--- src/rtl/axis_pkt_meter.sv ---
// AXI4-Stream pass-through with a 2-entry skid register and one byte-length descriptor per packet.
// Define AXIS_PKT_METER_BEATS_EN to add the m_len_beats beat-count descriptor field.

module axis_pkt_meter #(
  parameter int DATA_BITS = 512,
  parameter int LEN_BITS  = 32
) (
  input  logic                   aclk,
  input  logic                   reset,
  input  logic                   s_axis_tvalid,
  output logic                   s_axis_tready,
  input  logic [DATA_BITS-1:0]   s_axis_tdata,
  input  logic [DATA_BITS/8-1:0] s_axis_tkeep,
  input  logic                   s_axis_tlast,
  output logic                   m_axis_tvalid,
  input  logic                   m_axis_tready,
  output logic [DATA_BITS-1:0]   m_axis_tdata,
  output logic [DATA_BITS/8-1:0] m_axis_tkeep,
  output logic                   m_axis_tlast,
  output logic                   m_len_valid,
  input  logic                   m_len_ready,
  output logic [LEN_BITS-1:0]    m_len_bytes,
`ifdef AXIS_PKT_METER_BEATS_EN
  output logic [LEN_BITS-1:0]    m_len_beats,
`endif
  output logic                   m_len_ovf
);

  localparam int KEEP_BITS = DATA_BITS / 8;
  localparam int CNT_BITS  = $clog2(KEEP_BITS + 1);
  localparam int SUM_BITS  = ((LEN_BITS > CNT_BITS) ? LEN_BITS : CNT_BITS) + 1;
  localparam logic [LEN_BITS-1:0] LEN_MAX = '1;

  localparam logic [1:0] ST_EMPTY = 2'd0;
  localparam logic [1:0] ST_ONE   = 2'd1;
  localparam logic [1:0] ST_TWO   = 2'd2;

  typedef struct packed {
    logic [DATA_BITS-1:0] data;
    logic [KEEP_BITS-1:0] keep;
    logic                 last;
  } beat_t;

  logic [1:0]          state_q, state_d;
  logic                tready_q;
  beat_t               main_q, main_d, skid_q, skid_d, s_beat;
  logic                stall, s_fire, m_fire;

  logic [CNT_BITS-1:0] keep_cnt;
  logic [SUM_BITS-1:0] sum_bytes;
  logic                bytes_sat, pkt_sat;
  logic [LEN_BITS-1:0] next_bytes;
  logic [LEN_BITS-1:0] acc_q, acc_d;
  logic                ovf_q, ovf_d;
  logic                desc_valid_q, desc_valid_d;
  logic [LEN_BITS-1:0] desc_bytes_q, desc_bytes_d;
  logic                desc_ovf_q, desc_ovf_d;
`ifdef AXIS_PKT_METER_BEATS_EN
  logic                beats_sat;
  logic [LEN_BITS-1:0] next_beats;
  logic [LEN_BITS-1:0] beats_q, beats_d;
  logic [LEN_BITS-1:0] desc_beats_q, desc_beats_d;
`endif

  // A full descriptor register only blocks the beat that would produce the next descriptor.
  assign stall         = desc_valid_q & ~m_len_ready & s_axis_tlast;
  assign s_axis_tready = tready_q & ~stall;
  assign s_fire        = s_axis_tvalid & s_axis_tready;
  assign m_fire        = m_axis_tvalid & m_axis_tready;
  assign s_beat        = '{data: s_axis_tdata, keep: s_axis_tkeep, last: s_axis_tlast};

  assign m_axis_tvalid = (state_q != ST_EMPTY);
  assign m_axis_tdata  = main_q.data;
  assign m_axis_tkeep  = main_q.keep;
  assign m_axis_tlast  = main_q.last;

  assign m_len_valid   = desc_valid_q;
  assign m_len_bytes   = desc_bytes_q;
  assign m_len_ovf     = desc_ovf_q;
`ifdef AXIS_PKT_METER_BEATS_EN
  assign m_len_beats   = desc_beats_q;
`endif

  always_comb begin
    // NOTE: every combinational output gets a default first so no path can infer a latch.
    state_d = state_q;
    main_d  = main_q;
    skid_d  = skid_q;
    case (state_q)
      ST_EMPTY: if (s_fire) begin
        main_d  = s_beat;
        state_d = ST_ONE;
      end
      ST_ONE: begin
        if (s_fire && !m_fire) begin
          skid_d  = s_beat;
          state_d = ST_TWO;
        end else if (m_fire && !s_fire) begin
          state_d = ST_EMPTY;
        end else if (s_fire && m_fire) begin
          main_d  = s_beat;
        end
      end
      ST_TWO: if (m_fire) begin
        main_d  = skid_q;
        state_d = ST_ONE;
      end
      default: state_d = ST_EMPTY;
    endcase
  end

  always_comb begin
    keep_cnt = '0;
    for (int i = 0; i < KEEP_BITS; i++) keep_cnt = keep_cnt + CNT_BITS'(s_axis_tkeep[i]);
  end

  assign sum_bytes  = SUM_BITS'(acc_q) + SUM_BITS'(keep_cnt);
  assign bytes_sat  = sum_bytes > SUM_BITS'(LEN_MAX);
  assign next_bytes = bytes_sat ? LEN_MAX : sum_bytes[LEN_BITS-1:0];
`ifdef AXIS_PKT_METER_BEATS_EN
  assign beats_sat  = (beats_q == LEN_MAX);
  assign next_beats = beats_sat ? LEN_MAX : beats_q + LEN_BITS'(1);
  assign pkt_sat    = bytes_sat | beats_sat;
`else
  assign pkt_sat    = bytes_sat;
`endif

  always_comb begin
    acc_d        = acc_q;
    ovf_d        = ovf_q;
    desc_valid_d = desc_valid_q;
    desc_bytes_d = desc_bytes_q;
    desc_ovf_d   = desc_ovf_q;
`ifdef AXIS_PKT_METER_BEATS_EN
    beats_d      = beats_q;
    desc_beats_d = desc_beats_q;
`endif
    if (desc_valid_q && m_len_ready) desc_valid_d = 1'b0;
    if (s_fire) begin
      if (s_axis_tlast) begin
        desc_valid_d = 1'b1;
        desc_bytes_d = next_bytes;
        desc_ovf_d   = ovf_q | pkt_sat;
        acc_d        = '0;
        ovf_d        = 1'b0;
`ifdef AXIS_PKT_METER_BEATS_EN
        desc_beats_d = next_beats;
        beats_d      = '0;
`endif
      end else begin
        acc_d        = next_bytes;
        ovf_d        = ovf_q | pkt_sat;
`ifdef AXIS_PKT_METER_BEATS_EN
        beats_d      = next_beats;
`endif
      end
    end
  end

  // NOTE: state registers use non-blocking assignments so every flop samples pre-edge values.
  always_ff @(posedge aclk) begin
    if (reset) begin
      state_q      <= ST_EMPTY;
      tready_q     <= 1'b0;
      acc_q        <= '0;
      ovf_q        <= 1'b0;
      desc_valid_q <= 1'b0;
      desc_bytes_q <= '0;
      desc_ovf_q   <= 1'b0;
`ifdef AXIS_PKT_METER_BEATS_EN
      beats_q      <= '0;
      desc_beats_q <= '0;
`endif
    end else begin
      state_q      <= state_d;
      tready_q     <= (state_d != ST_TWO);
      acc_q        <= acc_d;
      ovf_q        <= ovf_d;
      desc_valid_q <= desc_valid_d;
      desc_bytes_q <= desc_bytes_d;
      desc_ovf_q   <= desc_ovf_d;
`ifdef AXIS_PKT_METER_BEATS_EN
      beats_q      <= beats_d;
      desc_beats_q <= desc_beats_d;
`endif
    end
  end

  // NOTE: payload registers are qualified by state_q, so they carry no reset.
  always_ff @(posedge aclk) begin
    main_q <= main_d;
    skid_q <= skid_d;
  end

endmodule
--- config.mk ---
export PLATFORM = sky130hd
export DESIGN_NAME = axis_pkt_meter
export DESIGN_NICKNAME = d
export VERILOG_FILES = /design/src/rtl/axis_pkt_meter.sv
export SDC_FILE = /design/constraint.sdc
export NUM_CORES = 1
export LEC_CHECK = 0
export BUFFER_PORTS_ARGS = -buffer_cell sky130_fd_sc_hd__buf_4
export CAP_MARGIN = 20
export CORE_AREA = 2 2 469 471
export CTS_CLUSTER_SIZE = 14
export DETAILED_ROUTE_END_ITERATION = 10
export DIE_AREA = 0 0 471 473
export MAX_ROUTING_LAYER = met4
export SYNTH_ARGS = -nofsm -noshare
export SYNTH_HDL_FRONTEND = slang
export SYNTH_SLANG_ARGS = --single-unit
--- constraint.sdc ---
create_clock -name aclk -period 51.3 [get_ports aclk]
set_input_delay 0 -clock aclk [delete_from_list [all_inputs] [get_ports aclk]]
set_output_delay 0 -clock aclk [all_outputs]
set_load 0.02 [all_outputs]
# After elaboration in Yosys (flattened, before gate mapping)
# Cells that the tools add are included.
[totals] word_cells=123 out_inout_bits=613 in_bits=582 romBits=0 mem_count=0 latchBits=0 ff_bits=1224 ramBits=0
[classes] n_mul=0 n_addsub=64 shift=0 n_reduce_logical=12 div=0 n_mux=17 eq_ne=8 order_cmp=1 bitwise=8
[ops] op="$mux W577" count=5
[ops] op="$pmux W577 S3" count=1
[ops] op="$add A7 B1 Y7" count=57
[ops] op="$mux W32" count=2
[ops] op="$add A32 B7 Y33" count=1
[ops] op="$gt A33 B32 Y1 const B" count=1
[ops] op="$ne A2 B2 Y1 const B" count=6
[ops] op="$mux W2" count=4
[ops] op="$add A6 B1 Y7" count=1
[ops] op="$add A5 B1 Y6" count=1
[ops] op="$pmux W2 S3" count=1
[ops] op="$reduce_and A6 Y1" count=1
[ops] op="$add A4 B1 Y5" count=1
[ops] op="$and A1 B1 Y1" count=5
[ops] op="$add A3 B1 Y4" count=1
[ops] op="$logic_and A1 B1 Y1" count=4
[ops] op="$mux W1" count=4
[ops] op="$reduce_and A2 Y1" count=2
[ops] op="$add A2 B1 Y3" count=1
[ops] op="$reduce_bool A3 Y1" count=1
[ops] op="$add A1 B1 Y2" count=1
[ops] op="$eq A2 B1 Y1 const B" count=1
[ops] op="$eq A2 B2 Y1 const B" count=1
[ops] op="$logic_not A1 Y1" count=2
[ops] op="other kinds (4)" count=5

# Longest topological paths before layout
# Gate-level depths: netlist of the first run.
[logic_depth] word_depth=67 ltp_mapped=23 depth_no_buf=21

# Least setup slack after synthesis of the first run
# No wires, ideal clock.
[synth_timing] path_kind="register to register" startpoint="register desc_valid_q (netlist: m_len_valid)" endpoint="register main_q (netlist bit m_axis_tdata[0]) (enable)" path_slack_ps=7768 t_arrival_ps=41215 required_ps=48983 setup_ps=2317 n_path_buf=1 period_less_slack_ps=43532 path_stages_with_launch=6 path_cell_list="dfxtp_1 > nor2b_1 > a21oi_1 > clkbuf_1 > nand2_1 > o21ai_0"
[synth_via] elab_chain_len=9 elab_cells_between_ends=14 classes_between="eq/ne (4); bitwise (5); reduce/logical (5)"
[synth_lines] item="start: declaration" line_no="55" source="logic desc_valid_q, desc_valid_d;"
[synth_lines] item="start signal: assignment" line_no="179" source="desc_valid_q <= desc_valid_d;"
[synth_lines] item="$and A1 B1 Y1 * (2 in a row)" line_no="66" source="assign stall = desc_valid_q & ~m_len_ready & s_axis_tlast;"
[synth_lines] item="$not A1 Y1 *" line_no="67" source="assign s_axis_tready = tready_q & ~stall;"
[synth_lines] item="$and A1 B1 Y1 *" line_no="67"
[synth_lines] item="$and A1 B1 Y1 *" line_no="68" source="assign s_fire = s_axis_tvalid & s_axis_tready;"
[synth_lines] item="$logic_not A1 Y1" line_no="98" source="end else if (m_fire && !s_fire) begin"
[synth_lines] item="$logic_and A1 B1 Y1" line_no="98"
[synth_lines] item="$ne A2 B2 Y1 (no line)"
[synth_lines] item="$reduce_and A6 Y1 (no line) *"
[synth_lines] item="end signal: assignment" line_no="191" source="main_q <= main_d;"
[synth_lines] item="end: declaration" line_no="46" source="beat_t main_q, main_d, skid_q, skid_d, s_beat;"
# Mark *: on every way between the ends. The rest lies on a longest branch, timed or not.
# A chain may end at the register's enable or synchronous reset.

# Worst setup path after layout of the first run
[layout_timing] startpoint="input s_axis_tkeep[49]" endpoint="register acc_q[13]"
[layout_via] elab_chain_len=19
[layout_lines] item="start: declaration" line_no="13" source="input logic [DATA_BITS/8-1:0] s_axis_tkeep,"
[layout_lines] item="$add A7 B1 Y7 * (15 in a row)" line_no="114" source="for (int i = 0; i < KEEP_BITS; i++) keep_cnt = keep_cnt + CNT_BITS'(s_axis_tkeep[i]);"
[layout_lines] item="$add A32 B7 Y33 *" line_no="117" source="assign sum_bytes = SUM_BITS'(acc_q) + SUM_BITS'(keep_cnt);"
[layout_lines] item="$gt A33 B32 Y1" line_no="118" source="assign bytes_sat = sum_bytes > SUM_BITS'(LEN_MAX);"
[layout_lines] item="$mux W32 *" line_no="119" source="assign next_bytes = bytes_sat ? LEN_MAX : sum_bytes[LEN_BITS-1:0];"
[layout_lines] item="$mux W32 *" line_no="140" source="if (s_axis_tlast) begin"
[layout_lines] item="end signal: assignment" line_no="165" source="acc_q <= '0;"
[layout_lines] item="end signal: assignment" line_no="177" source="acc_q <= acc_d;"
[layout_lines] item="end: declaration" line_no="53" source="logic [LEN_BITS-1:0] acc_q, acc_d;"
# Marked as above.

==> flow_summary.ini, run 1 <==
[critical_path]
start_kind = input port
path_class = in -> reg
arrival_ns = 7.76
crit_fanout = 18
endpoint_kind = flop
cp.required_ns = 51.95

[placement]
place_area_um2 = 59300
dp_hpwl_um = 138000
place.gp.congestion = 0.885
placed_cells = 6467
port_buffers = 1194

[clock_network]
cts.repair.resized = 0
cts.clk_slew.worst_paths_ns = 0.06
clockBufferDepth = 3
cts_root_buf = clkbuf_16
cts_tree = built
clk_latency_ns = 0.78
htree_levels = 4
clock_sinks = 1224
numCtsBuffers = 144

[die]
die_w_um = 471
fp-row-count = 172
core_region_area_um2 = 218000
initial_core_util_pct = 21.5
dieArea_um2 = 223000
io-pin-count = 1195
die_h_um = 473

[finish]
final_cell_count_no_fill = 7904
n_fill_cell = 20700
multi_input_area_um2 = 10100
design_area_um2 = 74900
drive_gt1_share_pct = 40.3
area_growth_pct = 60.0
regArea_um2 = 36100
nets = 5485

[yosys]
synthArstFlopShare_pct = 0
yosys.area_share.simple_pct = 2.11
yosysMostFrequentCell = edfxtp_1
synth_top_family_by_area = multiplexers
ys_types = 64
syn_avg_cell_area_um2 = 19.0
synth_top_area_cell = edfxtp_1
synthesis.nets = 3132
synth_fa_ha_area_share_pct = 3.12
synthCells = 2467
ys.flop_type = edfxtp_1
yosysSeqAreaShare_pct = 77.0
synth_edf_count = 1154
ys_seq_elements = 1224
synth_commonest_cells = 1154 x edfxtp_1, 536 x mux2_2, 94 x inv_1, 90 x clkbuf_1, 77 x nand2_1
synth_top_area_share_pct = 74.0
yosys_warnings = 0
muxShareOfSynthArea_pct = 13.0
synth_xor_area_share_pct = 0.468
synthTopCellsByArea = edfxtp_1 74%, mux2_2 13%, dfxtp_1 3.0%
synth-compound-area-share_pct = 2.76
syn_area_um2 = 46800

[worst_hold_path]
min-delay-path-class = in -> reg

[pwr]
irDropWorstVdd_mv = 0.176
power.leakage_nw = 27.5
p_per_area_nw_per_um2 = 40.0

[grt]
grt_usage_pct = 16.9
grt_overflow = 0
grt_pass1_vias = 33500
grt_pass1_wl_um = 259000
grt_max_degree = 146
antenna_found_initial = 145

[detailed_routing]
m1WireLength_um = 76700
met3_wirelength_um = 18900
wire_per_inst_um = 24.0
drc_errors = 0
vias = 32100
dr_wl_met2_um = 85100
antenna_left = 0
drtIter0Drc = 2126
drt_first_pass_iters = 5
top_layer_used = met4
viasPerCell = 4.06
wl_um = 190000

[sta]
rsz0062_at_grt = no
hold_viol = 0
slew_violations = 0
finalSetupTns_ns = 0
max_clock_freq_mhz = 141
fin_crit_sh_pct = 13.9
maxSlewHeadroom_pct = 9.69
skew_ns = 0.0439
setup_violations = 0
period_minus_slack_ns = 7.11
worst_pin_slew_ns = 1.34
holdWs_ns = 0.0471

[run]
maxCapViolations = 0

[outcome]
outcome = complete, no violations
## routing by layer
layer  GRT usage, %  vias up
met5              -        -
met4           7.66        0
met3           7.13      305
met2           25.3     1460
met1           19.6    15900
li1               -    14400
## sequential cells by signal (all words and copies together), names as in the netlist, 2 cells and up
name,count
acc_q,32
m_axis_tdata,512
m_axis_tkeep,64
m_len_bytes,32
skid_q,577
state_q,2
## what timing repair did
| action | in CTS | in global routing |
|---|---|---|
| hold endpoints to repair | 1220 | 0 |
| setup buffers | 0 | 0 |
| hold buffers | 1077 | 0 |
## path summary, 6_finish.rpt
path | from | to | slack, ns | cells after the start
min | s_axis_tdata[76] | skid_q[141] | 0.05 | 2
min reg2reg | acc_q[7] | acc_q[7] | 0.45 | 2
max reg2reg | acc_q[0] | acc_q[13] | 44.40 | 17
max | s_axis_tkeep[49] | acc_q[13] | 44.19 | 23
## worst max-delay path, cell delays in order
cell and delay (ns):
dlygate4sd3_1 0.54, buf_4 0.13, inv_1 0.07, fa_1 0.51, inv_1 0.06, fa_1 0.41, fa_1 0.55, inv_1 0.06
fa_1 0.53, inv_1 0.05, fa_1 0.53, fa_1 0.44, fa_1 0.54, inv_1 0.05, fa_1 0.53, inv_1 0.07
fa_1 0.49, a211oi_1 0.38, o21ai_2 0.20, o21ai_1 0.37, or3_1 0.77, o21ai_0 0.20, a22o_1 0.28
## power by group
group	switching [mW]	internal [mW]	total (mW)
sequential	0.0137	1.13	1.15
clock	0.433	0.575	1.01
combinational	0.488	0.353	0.841
## per-stage QoR
stage          total power [mW]  worst slack, ns  util, %
2_1_floorplan              1.72             7.77        -
3_3_place_gp               1.94            44.02     27.2
3_5_place_dp               1.93            43.98     27.2
4_1_cts                    3.03            44.32     34.2
5_1_grt                    3.16            43.85     34.3
6_report                   3.00            44.19     34.3
## cell families (layout without fill, tap and decap cells)
kind of cell             count (synthesis)  after routing
flip-flops                            1224           1224
multiplexers                           539            539
AND/OR/NAND/NOR                        215            215
buffers and inverters                  191           2649
AO/OA/AOI/OAI                          190            190
adder cells (fa/ha/maj)                 83             83
XOR/XNOR                                25             25
other                                    0            108
## cell usage in the layout, fill, tap and decap left out, types with 7 or more instances in the layout
cell,count
clkinvlp_4,7
ha_1,27
dfxtp_1,70
inv_1,94
diode_2,108
a21oi_1,26
edfxtp_1,1154
xor2_1,15
buf_4,1223
bufinv_16,10
nand2_1,77
o21ai_1,13
clkbuf_1,30
o211ai_1,9
clkinv_1,24
nor2_1,70
xnor2_1,10
a21o_1,7
clkbuf_16,145
fa_1,56
o21ai_0,53
dlygate4sd3_1,1077
a311oi_2,8
mux2_2,536
a211oi_1,22
clkinv_2,14
nand3_1,8
nor3_1,16
o2111ai_1,9
## area by class of cell
| class | instances | share of cell area (%) |
|---|---|---|
| flip-flops and latches | 1224 | 48.1 |
| inverters | 94 | 0.471 |
| repair buffers | 2304 | 26.7 |
| well taps | 2871 | 4.80 |
| multi-input cells | 1052 | 13.4 |
| clock inverters | 74 | 1.02 |
| clock buffers | 177 | 5.03 |
| diodes | 108 | 0.361 |
No activity file was read; power rests on OpenSTA's default activity.
==> inputs of run 2 (changes only) <==
- clock period: 51.3 -> 6.4 ns (I/O delays scaled with it)
==> run 2 against run 1 <==
Effect of this change: critical path depth rose by 1; register-to-register slack worse by 44 ns; clock-buffer cell count increased by 9; design area rose by 1.6%; sequential cell count is the same; non-clock buffer count grew 87; core utilization grew 0.55 points; wire length rose by 1.1%; sequential share of layout area fell by 0.75 points; power grew to 8.4 times the previous value; clock skew shrank 0.0029 ns.
==> flow_summary.ini, run 2 (same netlist as run 1, synthesis figures left out) <==
[clock_network]
htree_levels = 4
numCtsBuffers = 145
cts.clk_slew.worst_paths_ns = 0.06
clock_sinks = 1224
clk_latency_ns = 0.78
clockBufferDepth = 3
cts_tree = built
cts_root_buf = clkbuf_16

[sta]
worst_pin_slew_ns = 1.08
fin_crit_sh_pct = 98.3
max_clock_freq_mhz = 159
setup_violations = 0
maxSlewHeadroom_pct = 27.4
rsz0062_at_grt = yes
hold_viol = 0
skew_ns = 0.0409
slew_violations = 0
holdWs_ns = 0.0523
period_minus_slack_ns = 6.29

[placement]
place.gp.congestion = 0.876
placed_cells = 6518
port_buffers = 1194
dp_hpwl_um = 139000

[grt]
antenna_found_initial = 117
grt_usage_pct = 17.1
grt_overflow = 0
grt_pass1_vias = 33900
grt_max_degree = 150
grt_pass1_wl_um = 263000

[critical_path]
path_class = in -> reg
crit_fanout = 7
critPathLaunch = s_axis_tkeep[53]
ff2ff_path_depth = 19
start_kind = input port
arrival_ns = 6.99
r2r-start = acc_q[0]
regToRegEndpoint = acc_q[15]
cp.required_ns = 7.10
endpoint_kind = flop
crit_path_end = acc_q[15]
rrSetupSlack_ns = 0.20

[detailed_routing]
drtIter0Drc = 2282
drt_first_pass_iters = 5
viasPerCell = 4.09
antenna_left = 0
vias = 32600
wire_per_inst_um = 24.0
wl_um = 192000
drc_errors = 0

[finish]
multi_input_area_um2 = 10200
n_fill_cell = 20700
area_growth_pct = 62.5
final_cell_count_no_fill = 7974
drive_gt1_share_pct = 41.1
final_cell_mix = 1257 x buf_4, 1154 x edfxtp_1, 1112 x dlygate4sd3_1, 536 x mux2_2, 146 x clkbuf_16
regArea_um2 = 36100
nets = 5573
final_common_cell = buf_4
top_register = skid_q
largest_reg_flops = 577

[run]
maxCapViolations = 0

[die]
die_w_um = 471
core_region_area_um2 = 218000
io-pin-count = 1195
dieArea_um2 = 223000
initial_core_util_pct = 21.5
die_h_um = 473
fp-row-count = 172

[pwr]
irDropWorstVdd_mv = 2.05
p_per_area_nw_per_um2 = 330
power.leakage_nw = 28.1

[worst_hold_path]
min-delay-path-class = in -> reg

[outcome]
outcome = complete, no violations
==> run 2: changes by cell type in the layout (fill, tap and decap cells not counted), sizes merged <==
cell / delta
clkbuf: +8
buf: +52
dlygate4sd3: +35
clkinv: +2
clkinvlp: -3
clkdlybuf4s15: +1
inv: +2
diode: -27
==> run 2: area by class of cell <==
cell class	instances	area share, %
antenna	81	0.266
timing repair buffer	2391	27.6
clock inverter	75	1.19
sequential	1224	47.4
clock buffer	186	5.05
multi-input combinational	1052	13.3
tap	2871	4.72
inverter	94	0.464
==> run 2: power breakdown <==
| group | switching, mW | internal, mW | total [mW] |
|---|---|---|---|
| Sequential | 0.119 | 9.08 | 9.20 |
| Clock | 3.61 | 4.73 | 8.33 |
| Combinational | 4.01 | 3.53 | 7.54 |
==> run 2: how the worst min path moves through the flow <==
| stage | from | end | slack [ns] | depth (start not counted) |
|---|---|---|---|---|
| 3_5_place_dp | s_axis_tdata[371] | skid_q[436] | 0.19 | 1 |
| 5_1_grt | s_axis_tdata[290] | skid_q[355] | 0.005 | 2 |
| 3_3_place_gp | s_axis_tdata[487] | skid_q[552] | 0.19 | 1 |
| 6_report | s_axis_tdata[67] | skid_q[132] | 0.05 | 2 |
| 4_1_cts | s_axis_tdata[215] | skid_q[280] | 0.0002 | 2 |
| 2_1_floorplan | m_axis_tready | state_q[1] | 0.08 | 1 |
==> run 2: stage by stage <==
step | setup TNS [ns] | utilization (%) | area [µm²] | power, mW | setup slack, ns
finish | 0 | 34.9 | 76100 | 25.1 | 0.110
global placement | -9.98 | 27.4 | 59900 | 15.9 | -0.344
global route | -0.143 | 34.9 | 76100 | 26.3 | -0.0597
detailed placement | -10.89 | 27.4 | 59900 | 16.0 | -0.373
CTS | 0 | 34.7 | 75800 | 25.0 | 0.0968
floorplan | -7513.03 | - | 46900 | 13.4 | -8.64
==> run 2: worst max-delay path: stages <==
cell and delay, ns:
dlygate4sd3_1 0.54, buf_4 0.15, fa_1 0.55, inv_1 0.06, fa_1 0.51, inv_1 0.05, fa_1 0.47, inv_1 0.05
fa_1 0.46, fa_1 0.53, fa_1 0.44, fa_1 0.51, fa_1 0.43, fa_1 0.39, inv_1 0.09, fa_2 0.20
a211oi_2 0.06, buf_4 0.15, o21ai_4 0.20, o21ai_2 0.09, or3_1 0.43, buf_4 0.20, a211o_1 0.27, a21oi_1 0.15
==> run 2: what timing repair did <==
action | in CTS | in global routing
gates cloned | 0 | 1
hold buffers | 1112 | 0
resized for setup | 1 | 17
buffers inserted | 0 | 1
hold endpoints to repair | 1212 | 0
pin swaps | 0 | 9
setup endpoints to repair | 10 | 57
==> run 2: metal layers <==
layer	global-route usage [%]	vias to the layer above	share of wire [%]
met4	5.95	0	3.6
met5	-	-	0
met3	5.16	291	8.0
li1	-	14600	-
met1	21.0	16300	42
met2	26.5	1538	47
